### src/rtl/gpio_core_v2.sv
`default_nettype none
// ============================================================================
// Module   : gpio_core_v2
// Purpose  : Parametrised GPIO core (1..32 pins). Provides a pad input
//            synchroniser, optional per-pin debounce, four interrupt modes per
//            pin with W1C sticky status, atomic output set/clear and a
//            two-way alternate-function output mux.
// Options  : GPIO_DEBOUNCE_EN - when defined, adds the debounce prescaler,
//            per-pin debounce counters and the DBEN/DBDIV registers. When
//            undefined, DBEN/DBDIV read 0 and pads bypass straight through
//            the synchroniser.
// Ports    : clk_i, rst_i (async, active-high)
//            reg_en_i/reg_we_i/reg_addr_i/reg_wdata_i/reg_rdata_o - register
//              port, word indexed, read data combinational from reg_addr_i
//            gpio_in_i     - raw asynchronous pad inputs
//            gpio_out_o    - pad output value
//            gpio_dir_o    - pad direction, 1 = output
//            gpio_alt_in_o - conditioned input to alternate functions
//            gpio_alt_{0,1}_{out,dir}_i - alternate function drive
//            irq_o         - interrupt request
// Revision : 1.0 - initial release
// ============================================================================
module gpio_core_v2 #(
    parameter int GPIO_NUM    = 8,
    parameter int SYNC_STAGES = 2,
    parameter int DB_CNT      = 4
) (
    input  logic                clk_i,
    input  logic                rst_i,
    input  logic                reg_en_i,
    input  logic                reg_we_i,
    input  logic [3:0]          reg_addr_i,
    input  logic [31:0]         reg_wdata_i,
    output logic [31:0]         reg_rdata_o,
    input  logic [GPIO_NUM-1:0] gpio_in_i,
    output logic [GPIO_NUM-1:0] gpio_out_o,
    output logic [GPIO_NUM-1:0] gpio_dir_o,
    output logic [GPIO_NUM-1:0] gpio_alt_in_o,
    input  logic [GPIO_NUM-1:0] gpio_alt_0_out_i,
    input  logic [GPIO_NUM-1:0] gpio_alt_0_dir_i,
    input  logic [GPIO_NUM-1:0] gpio_alt_1_out_i,
    input  logic [GPIO_NUM-1:0] gpio_alt_1_dir_i,
    output logic                irq_o
);

    // ------------------------------------------------------------------
    // Register indices
    // ------------------------------------------------------------------
    localparam logic [3:0] c_ADDR_PADDIR   = 4'd0;
    localparam logic [3:0] c_ADDR_PADIN    = 4'd1;
    localparam logic [3:0] c_ADDR_PADOUT   = 4'd2;
    localparam logic [3:0] c_ADDR_INTEN    = 4'd3;
    localparam logic [3:0] c_ADDR_INTTYPE0 = 4'd4;
    localparam logic [3:0] c_ADDR_INTTYPE1 = 4'd5;
    localparam logic [3:0] c_ADDR_INTSTAT  = 4'd6;
    localparam logic [3:0] c_ADDR_IOFCFG   = 4'd7;
    localparam logic [3:0] c_ADDR_PINMUX   = 4'd8;
    localparam logic [3:0] c_ADDR_OUTSET   = 4'd9;
    localparam logic [3:0] c_ADDR_OUTCLR   = 4'd10;
`ifdef GPIO_DEBOUNCE_EN
    localparam logic [3:0] c_ADDR_DBEN     = 4'd11;
    localparam logic [3:0] c_ADDR_DBDIV    = 4'd12;
`endif

    // ------------------------------------------------------------------
    // Register write decode
    // ------------------------------------------------------------------
    logic                w_wr;
    logic [GPIO_NUM-1:0] w_wdata;
    logic                w_unused_wdata;

    assign w_wr    = reg_en_i & reg_we_i;
    assign w_wdata = reg_wdata_i[GPIO_NUM-1:0];
    // Upper write-data bits are architecturally ignored for narrow builds.
    assign w_unused_wdata = ^reg_wdata_i;

    logic [GPIO_NUM-1:0] r_paddir;
    logic [GPIO_NUM-1:0] r_padout;
    logic [GPIO_NUM-1:0] r_inten;
    logic [GPIO_NUM-1:0] r_inttype0;
    logic [GPIO_NUM-1:0] r_inttype1;
    logic [GPIO_NUM-1:0] r_intstat;
    logic [GPIO_NUM-1:0] r_iofcfg;
    logic [GPIO_NUM-1:0] r_pinmux;

    always_ff @(posedge clk_i or posedge rst_i) begin
        if (rst_i) begin
            r_paddir   <= '0;
            r_padout   <= '0;
            r_inten    <= '0;
            r_inttype0 <= '0;
            r_inttype1 <= '0;
            r_iofcfg   <= '0;
            r_pinmux   <= '0;
        end else if (w_wr) begin
            case (reg_addr_i)
                c_ADDR_PADDIR:   r_paddir   <= w_wdata;
                c_ADDR_PADOUT:   r_padout   <= w_wdata;
                c_ADDR_OUTSET:   r_padout   <= r_padout | w_wdata;
                c_ADDR_OUTCLR:   r_padout   <= r_padout & ~w_wdata;
                c_ADDR_INTEN:    r_inten    <= w_wdata;
                c_ADDR_INTTYPE0: r_inttype0 <= w_wdata;
                c_ADDR_INTTYPE1: r_inttype1 <= w_wdata;
                c_ADDR_IOFCFG:   r_iofcfg   <= w_wdata;
                c_ADDR_PINMUX:   r_pinmux   <= w_wdata;
                default: ;
            endcase
        end
    end

    // ------------------------------------------------------------------
    // Pad input synchroniser
    // ------------------------------------------------------------------
    logic [GPIO_NUM-1:0] r_sync [SYNC_STAGES];
    logic [GPIO_NUM-1:0] w_sync;
    logic [GPIO_NUM-1:0] w_cin;

    always_ff @(posedge clk_i or posedge rst_i) begin
        if (rst_i) begin
            for (int s = 0; s < SYNC_STAGES; s++) begin
                r_sync[s] <= '0;
            end
        end else begin
            r_sync[0] <= gpio_in_i;
            for (int s = 1; s < SYNC_STAGES; s++) begin
                r_sync[s] <= r_sync[s-1];
            end
        end
    end

    assign w_sync = r_sync[SYNC_STAGES-1];

`ifdef GPIO_DEBOUNCE_EN
    // ------------------------------------------------------------------
    // Debounce: shared prescaler plus one saturating agreement counter per
    // pin. A pin's accepted value only changes after the synchronised level
    // has differed from it on DB_CNT consecutive prescaler ticks.
    // ------------------------------------------------------------------
    localparam int                c_DB_W    = $clog2(DB_CNT + 1);
    localparam logic [c_DB_W-1:0] c_DB_LAST = c_DB_W'(DB_CNT - 1);

    logic [GPIO_NUM-1:0] r_dben;
    logic [15:0]         r_dbdiv;
    logic [15:0]         r_pre;
    logic                w_tick;
    logic [GPIO_NUM-1:0] r_db;
    logic [c_DB_W-1:0]   r_db_cnt [GPIO_NUM];

    assign w_tick = (r_pre == r_dbdiv);

    always_ff @(posedge clk_i or posedge rst_i) begin
        if (rst_i) begin
            r_dben  <= '0;
            r_dbdiv <= '0;
        end else if (w_wr) begin
            if (reg_addr_i == c_ADDR_DBEN) begin
                r_dben <= w_wdata;
            end
            if (reg_addr_i == c_ADDR_DBDIV) begin
                r_dbdiv <= reg_wdata_i[15:0];
            end
        end
    end

    // A DBDIV write restarts the period so the new divider applies cleanly.
    always_ff @(posedge clk_i or posedge rst_i) begin
        if (rst_i) begin
            r_pre <= '0;
        end else if (w_wr && (reg_addr_i == c_ADDR_DBDIV)) begin
            r_pre <= '0;
        end else if (w_tick) begin
            r_pre <= '0;
        end else begin
            r_pre <= r_pre + 16'd1;
        end
    end

    always_ff @(posedge clk_i or posedge rst_i) begin
        if (rst_i) begin
            r_db <= '0;
            for (int p = 0; p < GPIO_NUM; p++) begin
                r_db_cnt[p] <= '0;
            end
        end else begin
            for (int p = 0; p < GPIO_NUM; p++) begin
                if (!r_dben[p]) begin
                    // Track the live level while bypassed so enabling
                    // debounce later does not expose a stale value.
                    r_db[p]     <= w_sync[p];
                    r_db_cnt[p] <= '0;
                end else if (w_sync[p] == r_db[p]) begin
                    r_db_cnt[p] <= '0;
                end else if (w_tick) begin
                    if (r_db_cnt[p] == c_DB_LAST) begin
                        r_db[p]     <= w_sync[p];
                        r_db_cnt[p] <= '0;
                    end else begin
                        r_db_cnt[p] <= r_db_cnt[p] + c_DB_W'(1);
                    end
                end
            end
        end
    end

    assign w_cin = (r_dben & r_db) | (~r_dben & w_sync);
`else
    assign w_cin = w_sync;
`endif

    assign gpio_alt_in_o = w_cin;

    // ------------------------------------------------------------------
    // Interrupt detection. The history register runs regardless of mode,
    // so a change of INTTYPE never manufactures an edge by itself.
    // ------------------------------------------------------------------
    logic [GPIO_NUM-1:0] r_hist;
    logic [GPIO_NUM-1:0] w_rise;
    logic [GPIO_NUM-1:0] w_fall;
    logic [GPIO_NUM-1:0] w_cond;
    logic [GPIO_NUM-1:0] w_set;
    logic [GPIO_NUM-1:0] w_w1c;

    assign w_rise = w_cin & ~r_hist;
    assign w_fall = ~w_cin & r_hist;

    always_comb begin
        w_cond = '0;
        for (int p = 0; p < GPIO_NUM; p++) begin
            case ({r_inttype1[p], r_inttype0[p]})
                2'b00:   w_cond[p] = w_cin[p];
                2'b01:   w_cond[p] = ~w_cin[p];
                2'b10:   w_cond[p] = w_rise[p];
                default: w_cond[p] = w_fall[p];
            endcase
        end
    end

    assign w_set = w_cond & r_inten;
    assign w_w1c = (w_wr && (reg_addr_i == c_ADDR_INTSTAT)) ? w_wdata : '0;

    always_ff @(posedge clk_i or posedge rst_i) begin
        if (rst_i) begin
            r_hist    <= '0;
            r_intstat <= '0;
        end else begin
            r_hist    <= w_cin;
            // A set in the same cycle as a W1C takes priority.
            r_intstat <= (r_intstat & ~w_w1c) | w_set;
        end
    end

    // Both operands are flops, so irq_o has no path from any input.
    assign irq_o = |(r_intstat & r_inten);

    // ------------------------------------------------------------------
    // Output / direction mux
    // ------------------------------------------------------------------
    for (genvar gi = 0; gi < GPIO_NUM; gi++) begin : g_pin
        assign gpio_out_o[gi] = r_iofcfg[gi] ?
                                (r_pinmux[gi] ? gpio_alt_1_out_i[gi] : gpio_alt_0_out_i[gi]) :
                                r_padout[gi];
        assign gpio_dir_o[gi] = r_iofcfg[gi] ?
                                (r_pinmux[gi] ? gpio_alt_1_dir_i[gi] : gpio_alt_0_dir_i[gi]) :
                                r_paddir[gi];
    end

    // ------------------------------------------------------------------
    // Read mux (write-only and unmapped indices read 0)
    // ------------------------------------------------------------------
    always_comb begin
        reg_rdata_o = '0;
        case (reg_addr_i)
            c_ADDR_PADDIR:   reg_rdata_o = 32'(r_paddir);
            c_ADDR_PADIN:    reg_rdata_o = 32'(w_cin);
            c_ADDR_PADOUT:   reg_rdata_o = 32'(r_padout);
            c_ADDR_INTEN:    reg_rdata_o = 32'(r_inten);
            c_ADDR_INTTYPE0: reg_rdata_o = 32'(r_inttype0);
            c_ADDR_INTTYPE1: reg_rdata_o = 32'(r_inttype1);
            c_ADDR_INTSTAT:  reg_rdata_o = 32'(r_intstat);
            c_ADDR_IOFCFG:   reg_rdata_o = 32'(r_iofcfg);
            c_ADDR_PINMUX:   reg_rdata_o = 32'(r_pinmux);
`ifdef GPIO_DEBOUNCE_EN
            c_ADDR_DBEN:     reg_rdata_o = 32'(r_dben);
            c_ADDR_DBDIV:    reg_rdata_o = 32'(r_dbdiv);
`endif
            default:         reg_rdata_o = '0;
        endcase
    end

endmodule
`default_nettype wire

### config.mk
export PLATFORM = sky130hd
export DESIGN_NAME = gpio_core_v2
export DESIGN_NICKNAME = d
export VERILOG_FILES = /design/src/rtl/gpio_core_v2.sv
export SDC_FILE = /design/constraint.sdc
export NUM_CORES = 1
export LEC_CHECK = 0
export CORE_ASPECT_RATIO = 1.2
export CORE_MARGIN = 3
export CORE_UTILIZATION = 29
export DETAILED_ROUTE_END_ITERATION = 10
export MAX_ROUTING_LAYER = met4
export PLACE_DENSITY = 0.62
export REMOVE_ABC_BUFFERS = 1
export SLEW_MARGIN = 20
export SYNTH_ARGS = -nofsm -noshare
export SYNTH_HDL_FRONTEND = slang
export SYNTH_SLANG_ARGS = --single-unit
### constraint.sdc
create_clock -name clk_i -period 3.1 [get_ports clk_i]
set_input_delay 0.31 -clock clk_i [delete_from_list [all_inputs] [get_ports clk_i]]
set_output_delay 0.31 -clock clk_i [all_outputs]
set_load 0.005 [all_outputs]
## Word-level counts from Yosys, hierarchy flattened

Cells that the tools add are included.

| word-level totals | value |
|---|---|
| bits in registers | 88 |
| bits in latches | 0 |
| bits in writable memories | 0 |
| bits in read-only memories | 0 |
| bits of input ports | 80 |
| memories | 0 |

| cells by class | value |
|---|---|
| add/subtract/negate cells | 0 |
| multiply operators | 0 |
| divide/modulo/power cells | 0 |
| magnitude comparators | 0 |
| equality and inequality tests | 26 |
| shifts and indexed selects | 0 |
| mux-type cells | 43 |
| bitwise logic cells | 21 |
| reductions and logical operators | 19 |

Operator list:

| operator | count |
|---|---|
| one-hot mux 8 bit (9 select lines) | 1 |
| bitwise AND 8 bit | 6 |
| two-way mux 1 bit | 32 |
| NOT 8 bit | 4 |
| one-hot mux 1 bit (3 select lines) | 8 |
| one-hot mux 8 bit (3 select lines) | 1 |
| == test 2 x 1 -> 1 bit (second input constant) | 8 |
| == test 2 bit (second input constant) | 8 |
| == test 4 x 3 -> 1 bit (second input constant) | 4 |
| zero test 2 bit | 8 |
| OR 8 bit | 2 |
| AND reduction 2 bit | 7 |
| == test 4 bit (second input constant) | 3 |
| == test 4 x 2 -> 1 bit (second input constant) | 2 |
| two-way mux 8 bit | 1 |
| NOT 1 bit | 8 |
| OR reduction 8 bit | 1 |
| == test 4 x 1 -> 1 bit (second input constant) | 1 |
| zero test 4 bit | 1 |
| nonzero test 3 bit | 1 |
| bitwise AND 1 bit | 1 |
| logical AND 1 bit | 1 |

## Logic depth before layout (Yosys ltp)

Gate-level depths: netlist of the first run.

| depth | value |
|---|---|
| depth in word-level cells | 6 |
| gate-level depth with buffers | 6 |
| depth with buffers taken out | 3 |

## Worst setup path before layout of the first run

OpenSTA, ideal clock, no wires.

| timing path | value |
|---|---|
| path kind | input to output |
| start | input reg_addr_i[3] |
| end | output reg_rdata_o[2] |
| arrival | 1.605 ns |
| required time | 2.790 ns |
| path slack | 1.185 ns |
| stages | 5 |
| buffers on the path | 2 |
| cells stage by stage | buf_6 > clkbuf_1 > mux2i_1 > o2bb2ai_1 > or4_1 |

| on the way | value |
|---|---|
| longest elaborated chain between the ends | 2 |

RTL lines:

| what | RTL line | text |
|---|---|---|
| start, declared | 32 | `input logic [3:0] reg_addr_i,` |
| == test 4 bit, or another cell as far along | 272 | `case (reg_addr_i)` |
| one-hot mux 8 bit (9 select lines) (*) | 272 |  |
| end, declared | 34 | `output logic [31:0] reg_rdata_o,` |

Mark *: on every way between the ends. The rest lies on a longest branch, timed or not.

## Final worst setup path of the first run

| timing path | value |
|---|---|
| start | input reg_addr_i[1] |
| end | output reg_rdata_o[0] |

Same word-level chain as after synthesis.

==> impl_metrics.py, run 1 <==
metrics = {
    "worst_setup_path": {
        "cp.arrival_ns": 2.53,
        "reg2reg_depth": 3,
        "crit_buf_inv": 3,
        "cp_top_family": "buffers and inverters",
        "crit_path_max_incr_delay_ns": 0.61,
        "cp_num_cells": 6,
        "critPathSlowestCell": "clkdlybuf4s50_1",
        "crit_path_frequent_cell": "clkdlybuf4s50_1",
        "path_class": "in2out",
        "crit_fanout": 9,
        "cp.required_ns": 2.79,
        "startpoint_type": "input pin",
        "path_cells": "clkdlybuf4s50_1 > buf_4 > nor2b_1 > a22oi_1 > o211ai_1 > clkdlybuf4s50_1",
        "endpoint_kind": "primary output",
    },
    "yosys": {
        "yosysTopAreaCellShare": 0.4612,
        "ys_types": 42,
        "async_flop_share": 1.000,
        "synthTopCellsByArea": "dfrtp_1 46%, mux2_2 9.9%, mux2i_1 6.5%, buf_4 5.0%, a21oi_1 2.9%",
        "ys_ff_latch": 88,
        "postSynthAreaPerCell_um2": 11.34,
        "yosys_warnings": 0,
        "syn_inst": 421,
        "synth.most_common_cell": "dfrtp_1",
        "yosys-top-cells-count": "88 x dfrtp_1, 42 x mux2_2, 32 x buf_4",
        "yosys.area.top_type": "dfrtp_1",
        "synth_edf_count": 0,
        "netlist_area_um2": 4775,
        "ys.flop_type": "dfrtp_1",
        "seq_area_frac_synth": 0.4612,
    },
    "placement": {
        "dp.cells": 692,
        "routabilityCongestion": 0.8703,
        "numPortBuffers": 88,
        "place_area_um2": 5772,
        "preCtsSetupSlack_ns": 0.2495,
        "hpwlAfterDp_um": 9644,
    },
    "clock_network": {
        "htreeDepth": 3,
        "clkLatencyLatePin_ns": 0.35,
        "path_clk_slew_ns": 0.06,
        "clock_path_buffers": 2,
        "cts_inserted_buffers": 9,
        "root_buffer": "clkbuf_16",
        "hold_buffers": 0,
        "cts_resized": 0,
        "cts_tree": "done",
        "cts_setup_buffers": 0,
        "clock-sinks": 88,
    },
    "timing": {
        "tightest_slew_ns": 0.7918,
        "rsz0062_at_grt": "no",
        "setup_ws_ns": 0.2624,
        "hold_viol": 0,
        "finalMaxSlewViolations": 0,
        "fmax_ghz": 0.3524,
        "period_share": 0.9154,
        "setup-violations-final": 0,
        "totalNegativeSetupSlack_ns": 0,
        "fin_skew_ns": 0.006492,
        "min_period_ns": 2.838,
        "slew_headroom": 0.4715,
    },
    "pwr": {
        "power_density_nw_per_um2": 550.5,
        "leakagePower_nw": 2.541,
        "ir_worst_vdd_mv": 0.2101,
    },
    "global_route": {
        "grt_overflow": 0,
        "grtUsageTotal": 0.1529,
        "grt_pass1_vias": 3613,
        "grt_max_degree": 47,
        "antenna_found_initial": 0,
        "grt_pass1_wl_um": 20410,
    },
    "die": {
        "die_h_um": 146.6,
        "die_x_um": 123.1,
        "coreArea_um2": 15890,
        "die_area_um2": 18050,
        "start_util": 0.3005,
        "num_rows": 50,
        "ios": 137,
    },
    "cells_and_area": {
        "area_growth_pct": 26.36,
        "design_area_um2": 6033,
        "diodes": 0,
        "nets": 575,
        "fin_cells": 706,
        "fin_util": 0.3797,
        "layout-drive-gt1-share": 0.1928,
        "n_fill_cell": 1565,
    },
    "routing": {
        "wl_per_cell_um": 18.58,
        "dr.pass1.iters": 4,
        "initialDrtViolationCount": 215,
        "route.vias.total": 3560,
        "drc_errors": 0,
        "vias_per_cell": 5.042,
        "drt_wl_total_um": 13120,
        "ant_nets": 0,
    },
    "hold_path": {
        "hold_depth": 0,
        "hold_path_class": "reg2reg",
    },
    "run_status": {
        "status": "finished, final reports clean",
    },
    "run": {
        "cap_violations": 0,
    },
}
==> where the power goes <==
part | internal, mW | total (mW) | switching [mW]
Combinational | 0.504 | 0.805 | 0.301
Clock | 0.551 | 0.979 | 0.428
Sequential | 1.33 | 1.54 | 0.205
Total | 2.39 | 3.32 | 0.933
==> flip-flops by register name, indices dropped and copies added (netlist names) <==
signal	cells
r_inten	8
r_padout	8
r_iofcfg	8
r_inttype1	8
r_pinmux	8
gpio_alt_in_o	8
r_paddir	8
r_sync	8
r_inttype0	8
r_intstat	8
r_hist	8
==> layout by cell type (no fill, tap or decap), drive strengths merged <==
cell / netlist / layout
or4: 6 / 6
and2: 3 / 3
nand4: 1 / 1
and4b: 1 / 1
clkinv: 0 / 4
o2bb2ai: 4 / 4
clkinvlp: 0 / 1
or2: 1 / 1
mux2: 50 / 50
o21a: 1 / 1
xor2: 2 / 2
nor2b: 9 / 9
and3b: 2 / 2
nand2b: 10 / 10
clkbuf: 20 / 10
a22oi: 8 / 8
a2bb2oi: 3 / 3
nand2: 4 / 4
o22a: 4 / 4
conb: 1 / 24
a21oi: 28 / 28
nor4: 1 / 1
a21bo: 7 / 7
mux2i: 31 / 31
o211ai: 4 / 4
a32o: 1 / 1
nand3: 12 / 12
nor4bb: 1 / 1
o221ai: 8 / 8
or3: 2 / 2
dfrtp: 88 / 88
nor2: 17 / 17
o22ai: 7 / 7
nor3b: 1 / 1
a22o: 15 / 15
clkdlybuf4s50: 0 / 88
nand3b: 17 / 17
or3b: 5 / 5
buf: 45 / 17
==> per-stage QoR <==
step	total power [mW]	hold slack, ns
global placement	2.351	0.3328
detailed placement	2.371	0.3347
global route	3.504	0.3507
floorplan	1.923	0.3312
finish	3.321	0.3387
CTS	3.375	0.3458
==> worst paths after layout <==
path	slack, ns	startpoint	end
hold / removal	0.34	r_sync[15]$_DFF_PP0_	gpio_alt_in_o[7]$_DFF_PP0_
hold reg to reg	0.34	r_sync[15]$_DFF_PP0_	gpio_alt_in_o[7]$_DFF_PP0_
setup / recovery	0.26	reg_addr_i[1]	reg_rdata_o[0]
setup reg to reg	2.02	gpio_alt_in_o[5]$_DFF_PP0_	r_intstat[5]$_DFF_PP0_
max in group asynchronous	1.99	rst_i	r_padout[4]$_DFFE_PP0P_
min in group asynchronous	0.41	rst_i	r_sync[11]$_DFF_PP0_
==> worst register-to-register path: stages (launching register included) <==
cell and delay, ns:
dfrtp_1 0.44, a21bo_2 0.21, o22ai_1 0.07, a22o_1 0.24
==> layout make-up <==
class	instances	area [um^2]	area share
Clock buffer	10	239.0	0.03961
Multi-Input combinational cell	290	2258	0.3743
Timing Repair Buffer	105	1046	0.1734
Tap cell	208	260.3	0.04314
Sequential cell	88	2202	0.3650
Inverter	1	5.005	0.0008295
Clock inverter	4	22.52	0.003733
==> layer usage <==
layer  GRT usage  up-vias  wire length, um
met2      0.2460      116             6636
met4     0.05429        0              189
met1      0.1916     1796             5567
met3     0.02751       15              728
met5           -        -                0
li1            -     1633                -
==> logic make-up after synthesis <==
kind of cell,count (synthesis),synth area share
DFF,88,0.4612
AOI/OAI and AO/OA,90,0.1381
and+or+nand+nor,93,0.1232
muxes,81,0.1892
xor gates and xnor gates,2,0.003669
other,1,0.0007854
buffers and inverters,66,0.08386
No activity file was read; power rests on OpenSTA's default activity.
==> inputs of run 2 (changes only) <==
Settings changed: ABC_AREA set to 1.
==> impl_metrics.py, run 2 <==
metrics = {
    "run_status": {
        "status": "finished, final reports clean",
    },
    "routing": {
        "drc_errors": 0,
        "dr.pass1.iters": 5,
        "drt_wl_total_um": 13410,
        "vias_per_cell": 4.565,
        "ant_nets": 0,
        "initialDrtViolationCount": 246,
        "wl_per_cell_um": 14.05,
        "route.vias.total": 4355,
    },
    "pwr": {
        "power_density_nw_per_um2": 548.0,
        "power_mw": 3.359,
        "leakagePower_nw": 2.976,
        "ir_worst_vdd_mv": 0.2056,
    },
    "yosys": {
        "synth_top_family_by_area": "simple AND/OR/NAND/NOR gates",
        "ys.flop_type": "dfrtp_1",
        "yosys_warnings": 0,
        "syn_inst": 651,
        "synth_mux_area_frac": 0,
        "synth-compound-area-share": 0.1272,
        "synth-adder-area-share": 0,
        "postSynthAreaPerCell_um2": 7.448,
        "yosysTopAreaCellShare": 0.4542,
        "synth_edf_count": 0,
        "async_flop_share": 1.000,
        "ys_ff_latch": 88,
        "yosys-top-cells-count": "227 x nand2_1, 88 x dfrtp_1, 67 x inv_1",
        "synthTopCellsByArea": "dfrtp_1 45%, nand2_1 18%, buf_4 5.3%, inv_1 5.2%, o21ai_0 4.6%",
        "yosys.area.top_type": "dfrtp_1",
        "synth.most_common_cell": "nand2_1",
        "seq_area_frac_synth": 0.4542,
        "synth_simple_gate_area_frac": 0.3019,
        "yosys.area_share.xor_xnor": 0,
        "ys_types": 26,
        "netlist_area_um2": 4848,
    },
    "cells_and_area": {
        "multiInputGateArea_um2": 2171,
        "area_growth_pct": 26.43,
        "layout-drive-gt1-share": 0.07412,
        "final_cell_mix": "227 x nand2_1, 88 x dfrtp_1, 88 x clkdlybuf4s50_1",
        "nets": 817,
        "final_common_cell": "nand2_1",
        "n_fill_cell": 1730,
        "diodes": 0,
        "regArea_um2": 2202,
    },
    "worst_setup_path": {
        "startpoint_type": "input pin",
        "critPathSlowestCell": "clkdlybuf4s50_1",
        "reg2reg_depth": 8,
        "crit_fanout": 9,
        "cp.arrival_ns": 2.28,
        "path_cells": "clkdlybuf4s50_1 > inv_1 > nand2_2 > nor2_4 > nand2_1 > nand2_1 > nand3b_1 > clkdlybuf4s50_1",
        "crit_buf_inv": 3,
        "cp.required_ns": 2.79,
        "endpoint_kind": "primary output",
        "cp_num_cells": 8,
        "path_class": "in2out",
        "cp_top_family": "buffers and inverters",
        "crit_path_max_incr_delay_ns": 0.55,
    },
    "global_route": {
        "grt_pass1_wl_um": 21280,
        "grt_overflow": 0,
        "gr-usage-met1": 0.1980,
        "antenna_found_initial": 0,
        "gr-usage-met2": 0.2452,
        "grt-busiest-layer": "met2",
        "grt_pass1_vias": 4108,
        "gr-usage-met3": 0.02985,
        "grtUsageTotal": 0.1563,
        "grt_max_degree": 57,
    },
    "clock_network": {
        "cts_inserted_buffers": 9,
        "clkLatencyLatePin_ns": 0.34,
        "clock_path_buffers": 2,
        "root_buffer": "clkbuf_16",
        "htreeDepth": 3,
        "cts_tree": "done",
        "clock-sinks": 88,
        "path_clk_slew_ns": 0.06,
        "cts_resized": 0,
        "hold_buffers": 0,
        "cts_setup_buffers": 0,
    },
    "die": {
        "ios": 137,
        "start_util": 0.2968,
        "die_area_um2": 18310,
        "die_h_um": 147.6,
        "num_rows": 51,
        "die_x_um": 124.0,
        "coreArea_um2": 16340,
    },
    "timing": {
        "fin_skew_ns": 0.006111,
        "fmax_ghz": 0.3858,
        "totalNegativeSetupSlack_ns": 0,
        "finalMaxSlewViolations": 0,
        "hold_viol": 0,
        "tightest_slew_ns": 0.5869,
        "min_period_ns": 2.592,
        "rsz0062_at_grt": "no",
        "slew_headroom": 0.6083,
        "setup-violations-final": 0,
        "period_share": 0.8361,
    },
    "run": {
        "cap_violations": 0,
    },
    "placement": {
        "numPortBuffers": 88,
        "routabilityCongestion": 0.8816,
        "hpwlAfterDp_um": 9924,
    },
    "hold_path": {
        "hold_path_class": "in2async",
    },
}
run 2: changes by cell type in the layout (fill, tap and decap cells not counted), sizes merged, moves of 31 or more:
| cell | change |
|---|---|
| o21ai | +69 |
| mux2 | -50 |
| nor2 | +48 |
| inv | +73 |
| nand2 | +236 |
| mux2i | -31 |
run 2: cell type report:
| class | instances | area share |
|---|---|---|
| Inverter | 72 | 0.04429 |
| Timing Repair Buffer | 92 | 0.1506 |
| Multi-Input combinational cell | 474 | 0.3542 |
| Clock inverter | 6 | 0.01102 |
| Clock buffer | 10 | 0.03735 |
| Tap cell | 212 | 0.04327 |
| Sequential cell | 88 | 0.3593 |
run 2: worst paths after layout:
kind | start | to | slack (ns)
setup / recovery | reg_addr_i[2] | reg_rdata_o[4] | 0.51
hold / removal | rst_i | r_sync[10]$_DFF_PP0_ | 0.34
setup reg to reg | r_padout[4]$_DFFE_PP0P_ | r_padout[4]$_DFFE_PP0P_ | 2.03
hold reg to reg | r_sync[8]$_DFF_PP0_ | gpio_alt_in_o[0]$_DFF_PP0_ | 0.35
max in group asynchronous | rst_i | r_pinmux[5]$_DFFE_PP0P_ | 2.08
min in group clk_i | r_sync[8]$_DFF_PP0_ | gpio_alt_in_o[0]$_DFF_PP0_ | 0.35
run 2: through the flow:
step | std cells | worst slack [ns] | util | area, um^2 | hold slack [ns]
5_1_grt | 954 | 0.3810 | 0.3752 | 6130 | 0.3498
4_1_cts | 954 | 0.4801 | 0.3752 | 6130 | 0.3498
3_5_place_dp | 938 | 0.4838 | 0.3571 | 5833 | 0.3355
3_3_place_gp | 938 | 0.4881 | 0.3571 | 5833 | 0.3318
2_1_floorplan | 634 | 0.5114 | - | 4643 | 0.3312
6_report | 954 | 0.5081 | 0.3752 | 6130 | 0.3421
run 2: kinds of logic after synthesis:
kind of cell	count (synthesis)
buffers and inverters	112
AND/OR/NAND/NOR	341
flip-flops	88
other	1
AO/OA/AOI/OAI	109
run 2: where the power goes:
group          total (mW)  switching (mW)  internal (mW)
clock                1.10           0.466          0.629
combinational       0.768           0.378          0.390
sequential           1.50           0.176           1.32
total                3.36            1.02           2.34
run 2: per-layer routing:
metal | wire length (um) | share of wire
met5 | 0 | 0
met4 | 360 | 0.027
met3 | 937 | 0.070
met2 | 6536 | 0.49
met1 | 5572 | 0.42
